<file path="src/rtl/gelato_pkg.sv">
// Shared types and default sizing for the Gelato frontend warp scheduler.
package gelato_pkg;
    localparam int GELATO_NUM_WARPS = 8;
    localparam int GELATO_PC_WIDTH  = 32;
    localparam int GELATO_THREADS   = 32;
    localparam int GELATO_WARP_ID_W = $clog2(GELATO_NUM_WARPS);

    typedef enum logic [1:0] {
        IDLE    = 2'd0,
        READY   = 2'd1,
        READING = 2'd2,
        PENDING = 2'd3
    } warp_state_e;

    typedef logic [GELATO_WARP_ID_W-1:0] warp_id_t;

    typedef struct packed {
        warp_id_t                    warp_id;
        logic [GELATO_PC_WIDTH-1:0]  pc;
        logic [GELATO_THREADS-1:0]   mask;
    } fetch_entry_t;
endpackage

</file>
<file path="src/rtl/gelato_rr_arbiter.sv">
// Combinational round-robin pick: first set request at or after ptr, wrapping.
module gelato_rr_arbiter
    import gelato_pkg::*;
#(
    parameter int NUM_WARPS = GELATO_NUM_WARPS,
    localparam int ID_W     = $clog2(NUM_WARPS)
) (
    input  logic [NUM_WARPS-1:0] req,
    input  logic [ID_W-1:0]      ptr,
    output logic [NUM_WARPS-1:0] grant,
    output logic [ID_W-1:0]      grant_id,
    output logic                 grant_valid
);

    logic [ID_W-1:0] idx;

    always_comb begin
        grant       = '0;
        grant_id    = '0;
        grant_valid = 1'b0;
        idx         = '0;
        for (int k = 0; k < NUM_WARPS; k++) begin
            // NUM_WARPS is a power of two, so the add wraps modulo NUM_WARPS
            idx = ptr + ID_W'(k);
            if (!grant_valid && req[idx]) begin
                grant_valid = 1'b1;
                grant_id    = idx;
                grant[idx]  = 1'b1;
            end
        end
    end

endmodule

</file>
<file path="src/rtl/gelato_warp_scheduler.sv">
// Round-robin warp scheduler: issues PC table reads for ready warps and
// buffers the responses in a 2-entry FIFO toward instruction fetch.
module gelato_warp_scheduler
    import gelato_pkg::*;
#(
    parameter int NUM_WARPS = GELATO_NUM_WARPS,
    parameter int PC_WIDTH  = GELATO_PC_WIDTH,
    parameter int THREADS   = GELATO_THREADS,
    localparam int ID_W     = $clog2(NUM_WARPS)
) (
    input  logic                clk,
    input  logic                rst_n,
    input  logic                rdy,
    input  logic                launch_valid,
    input  logic [ID_W-1:0]     launch_warp_id,
    output logic                launch_ready,
    output logic                pc_req_valid,
    output logic [ID_W-1:0]     pc_req_warp_id,
    input  logic                pc_rsp_valid,
    input  logic [PC_WIDTH-1:0] pc_rsp_pc,
    input  logic [THREADS-1:0]  pc_rsp_mask,
    output logic                fetch_valid,
    input  logic                fetch_ready,
    output logic [ID_W-1:0]     fetch_warp_id,
    output logic [PC_WIDTH-1:0] fetch_pc,
    output logic [THREADS-1:0]  fetch_mask,
    input  logic                done_valid,
    input  logic [ID_W-1:0]     done_warp_id,
    input  logic                exit_valid,
    input  logic [ID_W-1:0]     exit_warp_id
);

    typedef struct packed {
        logic [ID_W-1:0]     warp_id;
        logic [PC_WIDTH-1:0] pc;
        logic [THREADS-1:0]  mask;
    } entry_t;

    warp_state_e          wstate_q [NUM_WARPS];
    warp_state_e          wstate_d [NUM_WARPS];
    logic [NUM_WARPS-1:0] arb_req;
    logic [NUM_WARPS-1:0] arb_grant;
    logic [ID_W-1:0]      arb_id;
    logic                 arb_valid;
    logic [ID_W-1:0]      ptr_q;
    logic                 inflight_q;
    logic [ID_W-1:0]      req_id_q;
    entry_t               mem_q [2];
    entry_t               head;
    logic                 wr_q;
    logic                 rd_q;
    logic [1:0]           count_q;
    logic                 push;
    logic                 pop;
    logic                 launch_hs;
    logic [2:0]           occ;
    logic                 credit_ok;

    assign push      = rdy && pc_rsp_valid;
    assign pop       = rdy && fetch_valid && fetch_ready;
    assign launch_hs = launch_valid && launch_ready;

    // A pop in this cycle frees its slot for a grant in the same cycle
    assign occ       = {2'b00, inflight_q} + {1'b0, count_q} - {2'b00, pop};
    assign credit_ok = (occ < 3'd2);

    assign launch_ready = (wstate_q[launch_warp_id] == IDLE);

    always_comb begin
        arb_req = '0;
        for (int i = 0; i < NUM_WARPS; i++) begin
            arb_req[i] = rdy && credit_ok && (wstate_q[i] == READY) &&
                         !(exit_valid && (exit_warp_id == ID_W'(i)));
        end
    end

    gelato_rr_arbiter #(.NUM_WARPS(NUM_WARPS)) u_arb (
        .req        (arb_req),
        .ptr        (ptr_q),
        .grant      (arb_grant),
        .grant_id   (arb_id),
        .grant_valid(arb_valid)
    );

    assign pc_req_valid   = arb_valid;
    assign pc_req_warp_id = arb_id;

    always_comb begin
        for (int i = 0; i < NUM_WARPS; i++) begin
            wstate_d[i] = wstate_q[i];
            if (rdy) begin
                if (exit_valid && (exit_warp_id == ID_W'(i))) begin
                    wstate_d[i] = IDLE;
                end else begin
                    case (wstate_q[i])
                        IDLE:    if (launch_hs && (launch_warp_id == ID_W'(i))) wstate_d[i] = READY;
                        READY:   if (arb_grant[i]) wstate_d[i] = READING;
                        READING: if (push && (req_id_q == ID_W'(i))) wstate_d[i] = PENDING;
                        PENDING: if (done_valid && (done_warp_id == ID_W'(i))) wstate_d[i] = READY;
                        default: wstate_d[i] = IDLE;
                    endcase
                end
            end
        end
    end

    always_ff @(posedge clk or negedge rst_n) begin
        if (!rst_n) begin
            for (int i = 0; i < NUM_WARPS; i++) wstate_q[i] <= IDLE;
            ptr_q      <= '0;
            inflight_q <= 1'b0;
            req_id_q   <= '0;
            wr_q       <= 1'b0;
            rd_q       <= 1'b0;
            count_q    <= 2'd0;
        end else if (rdy) begin
            for (int i = 0; i < NUM_WARPS; i++) wstate_q[i] <= wstate_d[i];
            inflight_q <= arb_valid;
            if (arb_valid) begin
                ptr_q    <= arb_id + 1'b1;
                req_id_q <= arb_id;
            end
            if (push) wr_q <= ~wr_q;
            if (pop)  rd_q <= ~rd_q;
            count_q <= count_q + {1'b0, push} - {1'b0, pop};
        end
    end

    always_ff @(posedge clk) begin
        if (push) mem_q[wr_q] <= '{warp_id: req_id_q, pc: pc_rsp_pc, mask: pc_rsp_mask};
    end

    assign head          = mem_q[rd_q];
    assign fetch_valid   = (count_q != 2'd0);
    assign fetch_warp_id = fetch_valid ? head.warp_id : '0;
    assign fetch_pc      = fetch_valid ? head.pc      : '0;
    assign fetch_mask    = fetch_valid ? head.mask    : '0;

    // Responses must pair with a request, and credit must prevent overflow
    always @(posedge clk) begin
        if (rst_n && rdy) begin
            assert (!(pc_rsp_valid && !inflight_q));
            assert (!(push && !pop && (count_q == 2'd2)));
        end
    end

endmodule

</file>
<file path="config.mk">
export PLATFORM = sky130hd
export DESIGN_NAME = gelato_warp_scheduler
export DESIGN_NICKNAME = d
export VERILOG_FILES = /design/src/rtl/gelato_pkg.sv /design/src/rtl/gelato_rr_arbiter.sv /design/src/rtl/gelato_warp_scheduler.sv
export SDC_FILE = /design/constraint.sdc
export NUM_CORES = 1
export LEC_CHECK = 0
export ABC_AREA = 1
export CAP_MARGIN = 40
export CELL_PAD_IN_SITES_DETAIL_PLACEMENT = 1
export CELL_PAD_IN_SITES_GLOBAL_PLACEMENT = 2
export CORE_ASPECT_RATIO = 1.25
export CORE_UTILIZATION = 35
export DETAILED_ROUTE_END_ITERATION = 16
export PLACE_DENSITY_LB_ADDON = 0.1
export RECOVER_POWER = 50
export SYNTH_ARGS = -nofsm -noshare
export SYNTH_HDL_FRONTEND = slang
export SYNTH_SLANG_ARGS = --single-unit
</file>
<file path="constraint.sdc">
create_clock -name clk -period 11.85 [get_ports clk]
set_clock_uncertainty 0.1 [all_clocks]
set_input_delay 2.37 -clock clk [delete_from_list [all_inputs] [get_ports clk]]
set_output_delay 2.37 -clock clk [all_outputs]
set_load 0.01 [all_outputs]
</file>
# --- Yosys cells after proc, flatten, opt, wreduce, memory -nomap -nowiden ---
# Memories as Yosys holds them, arrays and structs flattened.
# Cells that the tools add are included.
op_classes:
  reduce_logical: 108
  eq_ne: 84
  muxes: 112
  bitwise: 10
  n_lt_le_gt_ge: 18
  add_sub_neg: 12
ops:
  columns: ["cell", "n"]
  rows:
  - ["two-way mux 2 bit", 42]
  - ["!= test 3 bit, second input constant", 24]
  - ["logical AND 1 bit", 68]
  - ["two-way mux 32 bit", 2]
  - ["two-way mux 8 bit", 8]
  - ["one-hot mux 2 bit (4 select lines)", 8]
  - ["bitwise OR 8 bit", 7]
  - ["equality test 3 bit, second input constant", 16]
  - ["AND reduction 5 bit", 8]
  - ["equality test 2 bit, second input constant", 16]
  - ["< comparator 3 x 4 -> 1 bit, second input constant", 8]
  - ["two-way mux 3 bit", 9]
  - ["two-way mux 1 bit", 26]
  - ["binary-select mux 1 bit (select 3 bit)", 8]
  - ["demux 1 bit (select 3 bit)", 8]
  - ["equality test 3 x 2 -> 1 bit, second input constant", 8]
  - [">= comparator 3 x 1 -> 1 bit, second input constant", 8]
  - ["!= test 3 x 2 -> 1 bit, second input constant", 8]
  - ["logical NOT 2 bit", 9]
  - ["equality test 2 x 1 -> 1 bit, second input constant", 8]
  - ["logical NOT 1 bit", 15]
  - ["adder 3 bit, second input constant", 4]
  - ["equality test 3 x 1 -> 1 bit, second input constant", 4]
  - ["logical NOT 3 bit", 4]
  - ["other kinds (13)", 18]
totals:
  regBits: 27
  n_memories: 1
  ram_bits: 134
  inputBits: 81
  output_inout_bits: 73
mem_list:
  columns: ["name", "depth", "width", "read_ports", "rd_clocked_by_memory_dff", "wr", "line_no", "source"]
  rows:
  - ["mem_q", 2, 67, 1, 0, 1, "gelato_warp_scheduler.sv:48", "entry_t mem_q [2];"]

# --- Logic depth before layout (Yosys ltp) ---
logic_depth:
  depth_word: 35
  mapped_depth: 28

# --- By module ---
# A second synthesis with hierarchy kept.
unflattened:
  cells_unflattened: 1033
  area_unflattened_um2: 8956.1
modules_own_cells:
  columns: ["module", "area_each_um2", "cells_per_inst", "n_inst"]
  rows:
  - ["gelato_warp_scheduler", 7415.9, 727, 1]
  - ["gelato_rr_arbiter", 1540.2, 306, 1]

# --- Worst setup path after synthesis ---
# OpenSTA, ideal clock, no wires.
synth_timing:
  path_type: "input to output"
  from: "input port fetch_ready"
  to: "output port pc_req_warp_id[2]"
  t_arrival_ns: 4.949
  path_stages: 22
  path_buffers: 2
  slack_ns: 4.431
  required_time_ns: 9.380
  cell_sequence: "nand3_1 -> nor2_1 -> o21ai_0 -> fa_1 -> nand2_1 -> inv_1 -> nand2_1 -> nor2_4 -> buf_6 -> nand3_2 -> nand3_1 -> nand3_2 -> nand2_4 -> inv_2 -> nand3_2 -> buf_4 -> o21ai_1 -> a21oi_1 -> o21a_1 -> nand3_1 -> nor2_2 -> inv_1"
synth_via:
  elab_chain_len: 30
  elab_cells_between_ends: 65
synth_rtl:
  columns: ["item", "line_no", "source"]
  rows:
  - ["start: declaration", "gelato_warp_scheduler.sv:23", "input logic fetch_ready,"]
  - ["logical AND 1 bit (*)", "gelato_warp_scheduler.sv:60", "assign pop = rdy && fetch_valid && fetch_ready;"]
  - ["subtractor 3 x 1 -> 3 bit (*)", "gelato_warp_scheduler.sv:64", "assign occ = {2'b00, inflight_q} + {1'b0, count_q} - {2'b00, pop};"]
  - ["< comparator 3 x 2 -> 1 bit (*)", "gelato_warp_scheduler.sv:65", "assign credit_ok = (occ < 3'd2);"]
  - ["logical AND 1 bit (*)", "gelato_warp_scheduler.sv:72", "arb_req[i] = rdy && credit_ok && (wstate_q[i] == READY) &&"]
  - ["logical AND 1 bit (2 in a row)", "gelato_warp_scheduler.sv:72", null]
  - ["binary-select mux 1 bit (select 3 bit)", "gelato_rr_arbiter.sv:25", "if (!grant_valid && req[idx]) begin"]
  - ["two-way mux 1 bit (not written as such)", "gelato_rr_arbiter.sv:25", null]
  - ["two-way mux 1 bit", "gelato_rr_arbiter.sv:25", null]
  - ["[13 not listed]", null, null]
  - ["logical AND 1 bit", "gelato_rr_arbiter.sv:25", null]
  - ["two-way mux 1 bit", "gelato_rr_arbiter.sv:25", null]
  - ["logical NOT 1 bit", "gelato_rr_arbiter.sv:25", null]
  - ["logical AND 1 bit", "gelato_rr_arbiter.sv:25", null]
  - ["two-way mux 1 bit", "gelato_rr_arbiter.sv:25", null]
  - ["logical NOT 1 bit", "gelato_rr_arbiter.sv:25", null]
  - ["logical AND 1 bit", "gelato_rr_arbiter.sv:25", null]
  - ["two-way mux 3 bit (*)", "gelato_rr_arbiter.sv:25", null]
  - ["end: declaration", "gelato_warp_scheduler.sv:18", "output logic [ID_W-1:0] pc_req_warp_id,"]
# Every way passes the cells marked *; elsewhere a longest branch is shown, timed or not. The select of a mux whose other input is x is not followed.

# --- Final worst setup path ---
layout_timing:
  from: "input port rdy"
  to: "output port pc_req_warp_id[1]"
layout_via:
  elab_chain_len: 31
  elab_cells_between_ends: 66
layout_rtl:
  columns: ["item", "line_no", "source"]
  rows:
  - ["start: declaration", "gelato_warp_scheduler.sv:13", "input logic rdy,"]
  - ["logical AND 1 bit (2 in a row)", "gelato_warp_scheduler.sv:60", null]
  - ["subtractor 3 x 1 -> 3 bit", "gelato_warp_scheduler.sv:64", null]
  - ["< comparator 3 x 2 -> 1 bit", "gelato_warp_scheduler.sv:65", null]
  - ["logical AND 1 bit (*)", "gelato_warp_scheduler.sv:72", null]
  - ["logical AND 1 bit (2 in a row)", "gelato_warp_scheduler.sv:72", null]
  - ["binary-select mux 1 bit (select 3 bit)", "gelato_rr_arbiter.sv:25", null]
  - ["two-way mux 1 bit (not written as such)", "gelato_rr_arbiter.sv:25", null]
  - ["two-way mux 1 bit", "gelato_rr_arbiter.sv:25", null]
  - ["[13 not listed]", null, null]
  - ["logical AND 1 bit", "gelato_rr_arbiter.sv:25", null]
  - ["two-way mux 1 bit", "gelato_rr_arbiter.sv:25", null]
  - ["logical NOT 1 bit", "gelato_rr_arbiter.sv:25", null]
  - ["logical AND 1 bit", "gelato_rr_arbiter.sv:25", null]
  - ["two-way mux 1 bit", "gelato_rr_arbiter.sv:25", null]
  - ["logical NOT 1 bit", "gelato_rr_arbiter.sv:25", null]
  - ["logical AND 1 bit", "gelato_rr_arbiter.sv:25", null]
  - ["two-way mux 3 bit (*)", "gelato_rr_arbiter.sv:25", null]
# Marked as above.

==> qor.yml <==
placement:
  routabilityCongestion: 0.897
  placed_cell_area_mm2: 0.0107
  io_buffers: 153
  hpwl_mm: 19.3
critical_path:
  crit_fanout: 19
  rr_worst_depth: 27
  arrival_ns: 7.84
  crit_slowest_cell: "dlygate4sd3_1"
  r2r_start: "count_q[1]"
  slowest_delay_ns: 1.01
  worstSetupEndpointType: "output port"
  r2r-end: "ptr_q[2]"
  crit_type: "in2out"
  crit_chain: "dlygate4sd3_1 -> clkbuf_1 -> nand3_1 -> nor2_1 -> o21ai_0 -> fa_1 -> nand2_1 -> inv_1 -> nand2_1 -> nor2_4 -> nand3_1 -> nand3_1 -> nand3_2 -> nand2_4 -> inv_2 -> nand3_2 -> nor2_2 -> nand3_2 -> nor2_1 -> nor3_1 -> o211ai_1 -> clkdlybuf4s50_1"
  cp_top_family: "buffers and inverters"
  cp.buffers_inverters: 5
  critPathLaunchType: "primary input"
  r2r_slack_ns: 6.55
  required_ns: 9.38
route:
  drc: 0
  post_drt_wl_per_cell_um: 18.2
  dr.pass1.iters: 4
  antenna_left: 0
  post_drt_via_cell_ratio: 4.95
  vias: 7284
  drt_iter0_markers: 321
  drt_wl_total_mm: 26.8
synth:
  syn_area_mm2: 0.00879
  ys_async_sr_fraction_pct: 16.8
  synth_nets: 1112
  synthTopCellsByCount: "nand2_1 (270), edfxtp_1 (134), nand3_1 (104)"
  postSynthAreaPerCell_um2: 8.94
  synth_seq_cells: 161
  yosysUniqueCellTypes: 40
  yosysWarningCount: 0
  ys_seq_area_share_pct: 53.5
  synth_cells: 983
  synth_edf_count: 134
  synth_flop_cell: "edfxtp_1"
  yosysMostFrequentCell: "nand2_1"
  yosys.area.top_type_share_pct: 45.8
  synth_area_leaders: "edfxtp_1 (46%), nand2_1 (12%), dfrtp_1 (7.7%), ha_1 (6.7%), nand3_1 (5.9%)"
  netlist.top_cell.by_area: "edfxtp_1"
global_routing:
  grt_use_total_pct: 21.3
  antenna_found_initial: 1
  overflow: 0
  first_global_vias: 7477
  grt_max_degree: 69
  grt_first_pass_wirelength_mm: 40.8
flow_run:
  cap_violations: 3
hold_path:
  worst_hold_startpoint: "inflight_q"
  worstHoldPathCells: 2
  hold_end: "inflight_q"
  worstHoldPathType: "reg2reg"
sta:
  min_period_over_period_pct: 87.0
  clock.fmax_mhz: 97.0
  worst_pin_slew_ns: 1.82
  hold_violations: 0
  slew_headroom_pct: -21.6
  finalSetupViolations: 0
  min_period_ns: 10.31
  rsz0062_at_grt: "no"
  setup_tns_ns: 0
  slew_viol_final: 66
cts:
  cts_hold_buf: 0
  cts_root_buf: "clkbuf_16"
  clk_path_buf_depth: 2
  cts_made_buffers: 17
  post_cts_resized: 0
  cts_sinks: 161
  htreeDepth: 4
  clk_pin_slew_ns: 0.07
  post_cts_buffers: 0
  clk_latency_ns: 0.42
  cts_tree: "done"
status:
  violations: "capacitance limit, slew limit"
  status: "finished, violations left"
floorplan:
  die-area_mm2: 0.0258
  io_pins: 154
  core-area_mm2: 0.0246
  initial_core_util_pct: 35.8
  dieHeight_um: 179
  die_x_um: 144
  num_rows: 64
power:
  pwr-share-clk_pct: 17.2
  leakage_nw: 4.48
  power.share.sequential_pct: 25.6
  power_switching_mw: 1.47
  ir_drop_mv: 0.126
  comb_power_share_pct: 57.2
  p_sw_share_pct: 46.3
  p_per_area_mw_per_mm2: 282
  p_int_mw: 1.70
layout:
  final_area_mm2: 0.0112
  area_growth_pct: 27.7
  nFillCells: 2863
  drive_above_1_share_pct: 6.40
  layout.nets: 1257
cell families after synthesis:
| group | synth area share (%) |
|---|---|
| compound gates | 7.73 |
| xor+xnor | 0.299 |
| fa+ha+maj | 6.92 |
| buf+inv | 5.84 |
| flops | 53.5 |
| simple gates | 25.8 |
layer usage:
| metal | share of wire, % | track usage, % | routed length (µm) | vias to the layer above |
|---|---|---|---|---|
| li1 | - | - | - | 3593 |
| met1 | 42 | 24.6 | 11200 | 3555 |
| met2 | 53 | 39.5 | 14300 | 117 |
| met3 | 3.6 | 3.71 | 966 | 19 |
| met4 | 1.5 | 6.47 | 400 | 0 |
| met5 | 0 | 0 | 0 | - |
power groups by stage:
stage | sequential (mW) | combinational (mW) | clock, mW
4_1_cts | 0.814 | 1.84 | 0.561
2_1_floorplan | 0.796 | 1.13 | 0
3_5_place_dp | 0.826 | 1.83 | 0
5_1_grt | 0.827 | 2.02 | 0.579
6_report | 0.811 | 1.81 | 0.544
3_3_place_gp | 0.821 | 1.81 | 0
worst min-delay path, delay by kind of cell (launching register included):
kind | cells | cell delay [ns]
DFF | 1 | 0.38
buffers and inverters | 1 | 0.05
AOI/OAI and AO/OA | 1 | 0.06
layout make-up:
type	instances	area [µm²]	share of cell area, %
Sequential cell	161	4700	41.9
Clock buffer	17	425	3.79
Tap cell	330	413	3.68
Inverter	91	342	3.04
Antenna cell	1	2.50	0.0223
Multi-Input combinational cell	694	3580	31.9
Clock inverter	15	159	1.42
Timing Repair Buffer	163	1600	14.2
per-stage QoR:
stage | instances | hold WS (ns) | total power, mW | utilization [%] | setup slack (ns)
2_1_floorplan | 983 | 0.390 | 1.92 | - | 4.43
3_3_place_gp | 1438 | 0.426 | 2.64 | 43.3 | 2.06
3_5_place_dp | 1439 | 0.424 | 2.65 | 43.4 | 1.90
4_1_cts | 1471 | 0.431 | 3.22 | 45.7 | 1.88
5_1_grt | 1471 | 0.476 | 3.42 | 45.7 | 1.01
6_report | 1472 | 0.433 | 3.17 | 45.7 | 1.54
worst max-delay path by stage:
stage | from | endpoint | slack [ns] | depth (start not counted)
final | rdy | pc_req_warp_id[1] | 1.54 | 22
after global routing | rdy | pc_req_warp_id[1] | 1.01 | 20
after CTS | rdy | pc_req_warp_id[1] | 1.88 | 22
after detailed placement | rdy | pc_req_warp_id[1] | 1.90 | 22
after global placement | rdy | pc_req_warp_id[0] | 2.06 | 22
after floorplan | fetch_ready | pc_req_warp_id[2] | 4.43 | 22
layout by cell type (no fill, tap or decap), drive strengths merged, types with 12 or more instances in the layout:
cell type,n
edfxtp,134
dlygate4sd3,66
nor3,18
a21oi,82
nand3,111
o21ai,15
clkdlybuf4s50,87
dfrtp,27
nand2,281
nor2,97
inv,93
nand4,12
clkbuf,19
ha,47
flip-flops by register name, indices dropped and copies added (netlist names):
register and flops:
inflight_q 1, mem_q 134, req_id_q 3, wstate_q 16
ptr_q 3, rd_q 1, wr_q 1, count_q 2
No activity file was read; power rests on OpenSTA's default activity.
